$ cat config.mk
export PLATFORM = sky130hd
export DESIGN_NAME = tmds_encoder_3ch
export DESIGN_NICKNAME = d
export VERILOG_FILES = /design/src/rtl/tmds_pkg.sv /design/src/rtl/tmds_encoder_ch.sv /design/src/rtl/tmds_encoder_3ch.sv
export SDC_FILE = /design/constraint.sdc
export NUM_CORES = 1
export LEC_CHECK = 0
export ABC_CLOCK_PERIOD_IN_PS = 11850
export BUFFER_PORTS_ARGS = -buffer_cell sky130_fd_sc_hd__buf_2
export CAP_MARGIN = 20
export CELL_PAD_IN_SITES_DETAIL_PLACEMENT = 0
export CELL_PAD_IN_SITES_GLOBAL_PLACEMENT = 1
export CORE_MARGIN = 2
export CORE_UTILIZATION = 49
export CTS_BUF_LIST = sky130_fd_sc_hd__clkbuf_16
export CTS_CLUSTER_DIAMETER = 60
export DETAILED_ROUTE_END_ITERATION = 16
export PLACE_DENSITY = 0.91
export SLEW_MARGIN = 20
export SYNTH_ARGS = -nofsm -noshare
export SYNTH_HDL_FRONTEND = slang
export SYNTH_SLANG_ARGS = --single-unit
$ cat constraint.sdc
create_clock -name clk -period 11.85 [get_ports clk]
set_input_delay 1.7775 -clock clk [delete_from_list [all_inputs] [get_ports clk]]
set_output_delay 1.7775 -clock clk [all_outputs]
set_load 0.01 [all_outputs]
$ cat src/rtl/tmds_pkg.sv
// Shared TMDS definitions: symbol/disparity widths, the four DVI control
// tokens and a byte population count used by both encoder stages.
package tmds_pkg;

    localparam int CH_W   = 10;
    localparam int DISP_W = 5;

    localparam logic [CH_W-1:0] CTRL_00 = 10'b1101010100;
    localparam logic [CH_W-1:0] CTRL_01 = 10'b0010101011;
    localparam logic [CH_W-1:0] CTRL_10 = 10'b0101010100;
    localparam logic [CH_W-1:0] CTRL_11 = 10'b1010101011;

    function automatic logic [3:0] popcount8(input logic [7:0] v);
        logic [3:0] n;
        n = '0;
        for (int i = 0; i < 8; i++) begin
            n = n + {3'b000, v[i]};
        end
        return n;
    endfunction

    function automatic logic [CH_W-1:0] ctrl_token(input logic [1:0] c);
        logic [CH_W-1:0] t;
        case (c)
            2'b00:   t = CTRL_00;
            2'b01:   t = CTRL_01;
            2'b10:   t = CTRL_10;
            default: t = CTRL_11;
        endcase
        return t;
    endfunction

endpackage

$ cat src/rtl/tmds_encoder_ch.sv
// One TMDS channel: transition-minimising stage, then DC-balancing stage
// with its own running disparity.
module tmds_encoder_ch
    import tmds_pkg::*;
(
    input  logic              clk,
    input  logic              rst_n,
    input  logic              s0_valid,
    input  logic [7:0]        s0_data,
    input  logic              s1_valid,
    input  logic              s1_de,
    input  logic [1:0]        s1_ctl,
    output logic [CH_W-1:0]   sym,
    output logic [DISP_W-1:0] cnt
);

    // XNOR chaining is XOR chaining with every link inverted.
    function automatic logic [8:0] min_trans(input logic [7:0] d);
        logic [3:0] n;
        logic       inv;
        logic [8:0] q;
        n    = popcount8(d);
        inv  = (n > 4'd4) || (n == 4'd4 && !d[0]);
        q    = '0;
        q[0] = d[0];
        for (int i = 1; i < 8; i++) begin
            q[i] = q[i-1] ^ d[i] ^ inv;
        end
        q[8] = !inv;
        return q;
    endfunction

    logic [8:0]               qm_q, qm_d;
    logic [CH_W-1:0]          sym_q, sym_d;
    logic signed [DISP_W-1:0] cnt_q, cnt_d;
    logic [3:0]               n1;
    logic signed [DISP_W-1:0] diff;
    logic signed [DISP_W-1:0] two_q8;

    always_comb begin
        qm_d = qm_q;
        if (s0_valid) begin
            qm_d = min_trans(s0_data);
        end
    end

    always_comb begin
        n1     = popcount8(qm_q[7:0]);
        diff   = $signed({n1, 1'b0}) - 5'sd8;
        two_q8 = qm_q[8] ? 5'sd2 : 5'sd0;
        sym_d  = sym_q;
        cnt_d  = cnt_q;
        if (s1_valid) begin
            if (!s1_de) begin
                sym_d = ctrl_token(s1_ctl);
                cnt_d = '0;
            end else if (cnt_q == 5'sd0 || diff == 5'sd0) begin
                sym_d = {~qm_q[8], qm_q[8],
                         qm_q[8] ? qm_q[7:0] : ~qm_q[7:0]};
                cnt_d = qm_q[8] ? cnt_q + diff : cnt_q - diff;
            end else if ((cnt_q > 5'sd0 && diff > 5'sd0) ||
                         (cnt_q < 5'sd0 && diff < 5'sd0)) begin
                sym_d = {1'b1, qm_q[8], ~qm_q[7:0]};
                cnt_d = cnt_q + two_q8 - diff;
            end else begin
                sym_d = {1'b0, qm_q[8], qm_q[7:0]};
                cnt_d = cnt_q + diff - (5'sd2 - two_q8);
            end
        end
    end

    always_ff @(posedge clk) begin
        if (!rst_n) begin
            qm_q  <= '0;
            sym_q <= '0;
            cnt_q <= '0;
        end else begin
            qm_q  <= qm_d;
            sym_q <= sym_d;
            cnt_q <= cnt_d;
        end
    end

    assign sym = sym_q;
    assign cnt = cnt_q;

endmodule

$ cat src/rtl/tmds_encoder_3ch.sv
// Three-channel DVI TMDS encoder (ch0 blue + syncs, ch1 green, ch2 red),
// fixed two-cycle latency, no backpressure.
module tmds_encoder_3ch
    import tmds_pkg::*;
#(
    parameter logic [1:0] CTL_CH1 = 2'b00,
    parameter logic [1:0] CTL_CH2 = 2'b00
) (
    input  logic        clk,
    input  logic        rst_n,
    input  logic        valid_in,
    input  logic        de,
    input  logic        hsync,
    input  logic        vsync,
    input  logic [23:0] pixel,
    output logic        valid_out,
    output logic [29:0] data_out,
    output logic [14:0] disparity
);

    logic       v1_q, v1_d;
    logic       v2_q, v2_d;
    logic       de1_q, de1_d;
    logic [1:0] sync1_q, sync1_d;

    logic [2:0][1:0]        ctl1;
    logic [2:0][CH_W-1:0]   sym;
    logic [2:0][DISP_W-1:0] cnt;

    always_comb begin
        v1_d    = valid_in;
        v2_d    = v1_q;
        de1_d   = de1_q;
        sync1_d = sync1_q;
        if (valid_in) begin
            de1_d   = de;
            sync1_d = {vsync, hsync};
        end
    end

    always_ff @(posedge clk) begin
        if (!rst_n) begin
            v1_q    <= 1'b0;
            v2_q    <= 1'b0;
            de1_q   <= 1'b0;
            sync1_q <= '0;
        end else begin
            v1_q    <= v1_d;
            v2_q    <= v2_d;
            de1_q   <= de1_d;
            sync1_q <= sync1_d;
        end
    end

    assign ctl1 = {CTL_CH2, CTL_CH1, sync1_q};

    for (genvar g = 0; g < 3; g++) begin : g_ch
        tmds_encoder_ch u_ch (
            .clk      (clk),
            .rst_n    (rst_n),
            .s0_valid (valid_in),
            .s0_data  (pixel[8*g +: 8]),
            .s1_valid (v1_q),
            .s1_de    (de1_q),
            .s1_ctl   (ctl1[g]),
            .sym      (sym[g]),
            .cnt      (cnt[g])
        );
    end

    assign valid_out = v2_q;
    assign data_out  = sym;
    assign disparity = cnt;

endmodule

==> metrics.txt, run 1 <==
leakage=3.125 nW; port bufs=72; Peak VDD IR=0.00008345 V; grt ovf=0; synthesized area=6035 µm²; largest net degree at the start of global routing=42; status=complete, no violations; number of global-route vias before repair=4563; R2R depth=16; maximum capacitance violations=0; Crit path arrival time=5.54 ns; total wire length=13.21 mm; fraction of layout cells with a size suffix above 1=~15%; 1st-iter DRT viols=151; clock root cell=clkbuf_16; via count=4523; Hold Worst Slack=0.4497 ns; crit path capture=g_ch[0].u_ch.qm_q[3]; clk_skew=0.005220 ns; crit-path max FO=4; min Tclk post-route=5.286 ns; DP HPWL=10.41 mm; die height=115.0 µm; reg2reg end=g_ch[2].u_ch.cnt[4]; Cells after Synth=651; post-route insts no fill=866; top post-synthesis cells by count=inv_1, dfxtp_1, ha_1, xnor2_1; Crit path required time=12.10 ns; FF-to-FF setup slack=6.86 ns; # rows=40; unrepaired setup endpoints after global routing=false; CP startpoint=pixel[0]; Power Density=215.2 nW/µm²; CTS tree=yes; EDFF count, synth=0; clk sinks=74; area delta synth->final=12.88%; Synth area leaders=dfxtp_1, fa_1, ha_1, xnor2_1, inv_1; pre-CTS setup slack=6.230 ns; die footprint=13220 µm²; CP endpoint kind=flip-flop; Placed Instances=851; count of final hold-check violations=0; Initial Util=50.24%; routed vias/inst=5.223; Setup Fix Bufs, Post-CTS=0; Worst Tran Pin Value=0.8648 ns; Core Area=~12000 µm²; final net count=851; post-CTS sizing=0; clock slew at reported path FFs=0.06 ns; hold buffers post-CTS=0; filler cell count=1062; width of the die=115.0 µm; cts bufs inserted=9; count of cell types in the netlist=52; global-route wire length before repair=between 20 and 25 mm; Yosys reg bits=74; worst min path class=reg -> reg; CTS Buffer Depth=2; clk_lat worst skew=0.34 ns; critical path class=in -> reg; Residual DRC=0; post-layout util=56.71%; Synth top area share=24.55%; count leader, synth=inv_1; Fmax=189.2 MHz; relative slew slack=42.35%; Worst setup SP type=primary input; footprint of the multi-input gates=between 4000 and 5000 µm²; initial antenna violation count=0; share of flip-flops with an asynchronous set or reset=0%; final antenna diode count=0; drt wl/cell=15.26 µm; Setup WS post-layout=6.564 ns; Synth Warn #=0; setup TNS=0 ns; Reg area=between 1000 and 1500 µm²; gpl congestion=0.8895; Tot GR Track Use=21.44%; H-tree depth=3; final setup violating endpoints=0; antenna viol nets, final=0; TritonRoute pass-1 iters=4; Final Slew Violations=0; Syn Area/Cell=between 9 and 10 µm²; Final period util=about 45%; Top FF cell, synth=dfxtp_1; io pins=76; worst r2r src=g_ch[2].u_ch.qm_q[0]; Synth area leader=dfxtp_1; sequential share of the synthesized area=24.55%
[worst max-delay path: stages]
cell      delay [ns]
buf_2           0.11
ha_1            0.35
inv_1           0.07
fa_1            0.45
fa_1            0.49
inv_1           0.05
fa_1            0.41
fa_1            0.46
nor3b_1         0.28
nor3b_1         0.13
nor3_1          0.58
xnor2_1         0.13
a211oi_1        0.23
[state kept, by name, summed over array words and instances, names as in the netlist]
name / flops
de1_q: 1
g_ch.u_ch.qm_q: 27
sync1_q: 2
v1_q: 1
g_ch.u_ch.cnt: 12
g_ch.u_ch.sym: 30
valid_out: 1
[placed cells by master (no fill, tap or decap), types with 3 or more instances in the layout]
cell type / instances
inv_1: 101
dfxtp_1: 74
buf_2: 72
xnor2_1: 64
ha_1: 64
nor2_1: 42
fa_1: 42
o21ai_0: 39
a21oi_1: 31
nand2_1: 26
mux2i_1: 24
xor2_1: 15
a211oi_1: 14
clkbuf_16: 9
nor3b_1: 7
nand2b_1: 7
o21ai_1: 6
nor2b_1: 5
o21bai_1: 5
nand3_1: 4
o21a_1: 4
or3_1: 4
mux2_2: 4
xor3_1: 3
nor3_1: 3
a21oi_2: 3
a32o_1: 3
and2_1: 3
mux2i_4: 3
o22ai_1: 3
conb_1: 3
[worst min-delay path by stage]
| stage | from | endpoint | depth (start not counted) |
|---|---|---|---|
| finish | g_ch[2].u_ch.sym[3] | g_ch[2].u_ch.sym[3] | 2 |
| global route | g_ch[1].u_ch.sym[0] | g_ch[1].u_ch.sym[0] | 2 |
| CTS | g_ch[1].u_ch.sym[0] | g_ch[1].u_ch.sym[0] | 2 |
| detailed placement | g_ch[1].u_ch.sym[0] | g_ch[1].u_ch.sym[0] | 2 |
| global placement | g_ch[2].u_ch.sym[0] | g_ch[2].u_ch.sym[0] | 2 |
| floorplan | g_ch[1].u_ch.sym[5] | g_ch[1].u_ch.sym[5] | 2 |
[power breakdown]
group	total [mW]	internal (mW)	switching, mW	leakage (nW)
combinational	0.871	0.404	0.467	2.37
sequential	0.302	0.274	0.0286	0.608
clock	0.293	0.184	0.109	0.152
total	1.47	0.861	0.605	3.13
[per-stage QoR]
step,total power [mW],cell area [µm²]
2_1_floorplan,0.9900,6042
5_1_grt,1.605,6812
4_1_cts,1.474,6812
3_3_place_gp,1.136,6496
6_report,1.466,6812
3_5_place_dp,1.173,6496
[cell families (layout without fill, tap and decap cells)]
family | Yosys count | after routing | synth area share [%]
AOI/OAI and AO/OA | 125 | 125 | 12.86
buffers and inverters | 125 | 191 | 8.086
adders and majority gates | 106 | 106 | 27.20
and+or+nand+nor | 106 | 106 | 8.376
xor gates and xnor gates | 83 | 83 | 13.02
DFF | 74 | 74 | 24.55
muxes | 31 | 31 | 5.847
other | 1 | 3 | 0.06214
[layout make-up]
cell class | instances | share of cell area, %
multi-input combinational | 454 | 59.79
sequential | 74 | 21.75
inverter | 102 | 5.621
timing repair buffer | 74 | 5.511
clock buffer | 9 | 3.306
tap | 147 | 2.700
clock inverter | 6 | 1.323
[metal layers]
metal  part of all wire (%)  global-route usage [%]  vias up
li1                       -                       -     2244
met5                      0                       0        -
met4                    1.5                   6.345        0
met1                     44                   27.90     2168
met3                    4.2                   3.743       18
met2                     50                   36.63       93
Note: power is estimated with default switching activity, not from simulation.
==> run 2, diff against run 1 <==
- ABC_CLOCK_PERIOD_IN_PS: 11850 -> 5400
- CORE_UTILIZATION: 49 -> 46
- PLACE_DENSITY: 0.91 -> 0.86
- clock period: 11.85 -> 5.4 ns (I/O delays scaled with it)
==> run 2 against run 1 <==
Against the previous run:
- clock power grew 98%
- critical path depth up 3
- non-clock buffer count unchanged
- worst hold slack worse by 0.0085 ns
- global-route usage decreased by 1.8 points
- first-iteration DRC count up 9.3%
- die area grew 6.3%
- sequential power rose by 120%
- via count is 0.91% lower
- sequential share of layout area about the same
- combinational power rose by 120%
==> metrics.txt, run 2 (synthesized netlist as in run 1, its figures left out) <==
1st-iter DRT viols=165; global-route wire length before repair=22.52 mm; CTS tree=yes; status=complete, no violations; Levels on crit path=16; die footprint=14050 µm²; reg2reg end=g_ch[2].u_ch.cnt[4]; final antenna diode count=0; Reg area=1481 µm²; DP HPWL=10.50 mm; clk_skew=0.007576 ns; CP delay by family, top=adder cells; final net count=roughly 850; commonest non-fill, non-tap cell in the layout=inv_1; Hold Worst Slack=0.4412 ns; fraction of layout cells with a size suffix above 1=around 15%; footprint of the multi-input gates=slightly above 4000 µm²; clock slew at reported path FFs=0.06 ns; Tot GR Track Use=19.63%; Power Density=461.5 nW/µm²; CP bufs+invs=2; most frequent cells in the layout=inv_1, dfxtp_1, buf_2; # rows=41; CP endpoint kind=flip-flop; post-CTS sizing=0; post-route insts no fill=891; Crit path required time=5.62 ns; width of the die=118.5 µm; total wire length=13.20 mm; H-tree depth=3; worst r2r src=g_ch[2].u_ch.qm_q[1]; clock root cell=clkbuf_16; Crit-path slowest cell=fa_1; final setup violating endpoints=0; antenna viol nets, final=0; Worst Tran Pin Value=about 0.9 ns; Final Slew Violations=0; filler cell count=1208; CP Cell Sequence=ha_1 > inv_1 > fa_1 > fa_1 > fa_1 > fa_1 > xnor2_1 > ha_1 > xor2_1 > inv_1 > fa_1 > xor2_1 > xnor2_1 > xnor2_1 > nand3_1 > a32o_1; initial antenna violation count=0; Worst setup SP type=flip-flop; number of flip-flops in the largest register=30; maximum capacitance violations=0; Fmax=202.6 MHz; FF-to-FF setup slack=0.46 ns; drt wl/cell=14.81 µm; count of final hold-check violations=0; number of global-route vias before repair=4709; Setup Fix Bufs, Post-CTS=0; port bufs=between 70 and 80; largest net degree at the start of global routing=42; worst min path class=reg -> reg; crit-path max FO=4; area delta synth->final=12.90%; total design power=3.144 mW; Residual DRC=0; hold buffers post-CTS=0; Initial Util=47.43%; crit path capture=g_ch[2].u_ch.cnt[4]; clk sinks=between 70 and 80; die height=118.5 µm; critical path class=reg -> reg; routed vias/inst=approximately 5.0; CTS Buffer Depth=2; Final period util=91.43%; Core Area=12720 µm²; grt ovf=0; via count=4482; Placed Instances=876; delay of the slowest cell on the worst path=0.51 ns; Peak VDD IR=0.0001764 V; Most common cell on crit path=fa_1; CP startpoint=g_ch[2].u_ch.qm_q[1]; min Tclk post-route=between 4 and 5 ns; io pins=76; R2R depth=16; relative slew slack=40.91%; cts bufs inserted=9; clk_lat worst skew=0.33 ns; Crit path arrival time=about 5.2 ns; TritonRoute pass-1 iters=4; setup TNS=0 ns; gpl congestion=0.8346; unrepaired setup endpoints after global routing=false; leakage=3.117 nW
[run 2: cell count changes in the layout (fill, tap and decap cells not counted), sizes merged]
cell | before | now
clkinvlp | 1 | 0
bufinv | 2 | 1
clkinv | 2 | 4
[run 2: cell type report]
class / count / area share (%)
Clock buffer: 9 / 3.306
Clock inverter: 6 / 0.8815
Inverter: 102 / 5.620
Multi-Input combinational cell: 454 / 59.78
Sequential cell: 74 / 21.74
Tap cell: 172 / 3.159
Timing Repair Buffer: 74 / 5.510
[run 2: metal layers]
metal / part of all wire, % / up-vias / global-route usage [%]
met4: 1.2 / 0 / 6.473
li1: - / 2246 / -
met3: 2.2 / 11 / 1.979
met5: 0 / - / 0
met2: 50 / 57 / 34.12
met1: 47 / 2168 / 25.45
[run 2: metrics by stage]
step / util [%] / setup WS (ns) / cell area [µm²]
after floorplan: - / 0.6979 / 6042
after global placement: 51.31 / 0.5459 / 6528
after detailed placement: 51.31 / 0.4389 / 6528
after CTS: 53.55 / 0.4343 / 6813
after global routing: 53.55 / 0.06732 / 6813
final: 53.55 / 0.4630 / 6813
[run 2: worst min-delay path by stage]
stage / startpoint / to / slack [ns] / cells past startpoint
after detailed placement: g_ch[1].u_ch.sym[1] / g_ch[1].u_ch.sym[1] / 0.44 / 2
after global routing: g_ch[1].u_ch.sym[1] / g_ch[1].u_ch.sym[1] / 0.47 / 2
after floorplan: g_ch[1].u_ch.sym[5] / g_ch[1].u_ch.sym[5] / 0.47 / 2
after CTS: g_ch[1].u_ch.sym[1] / g_ch[1].u_ch.sym[1] / 0.45 / 2
final: g_ch[2].u_ch.sym[3] / g_ch[2].u_ch.sym[3] / 0.44 / 2
after global placement: g_ch[2].u_ch.sym[3] / g_ch[2].u_ch.sym[3] / 0.43 / 2
[run 2: power breakdown]
group | internal (mW) | switching (mW) | total (mW)
Sequential | 0.600 | 0.0624 | 0.663
Combinational | 0.882 | 1.02 | 1.90
Clock | 0.352 | 0.227 | 0.579
Total | 1.83 | 1.31 | 3.14
[run 2: tightest hold or removal path, cell delays in order (launching register included)]
cell	delay, ns
dfxtp_1	0.31
nand2_1	0.05
o21ai_1	0.05
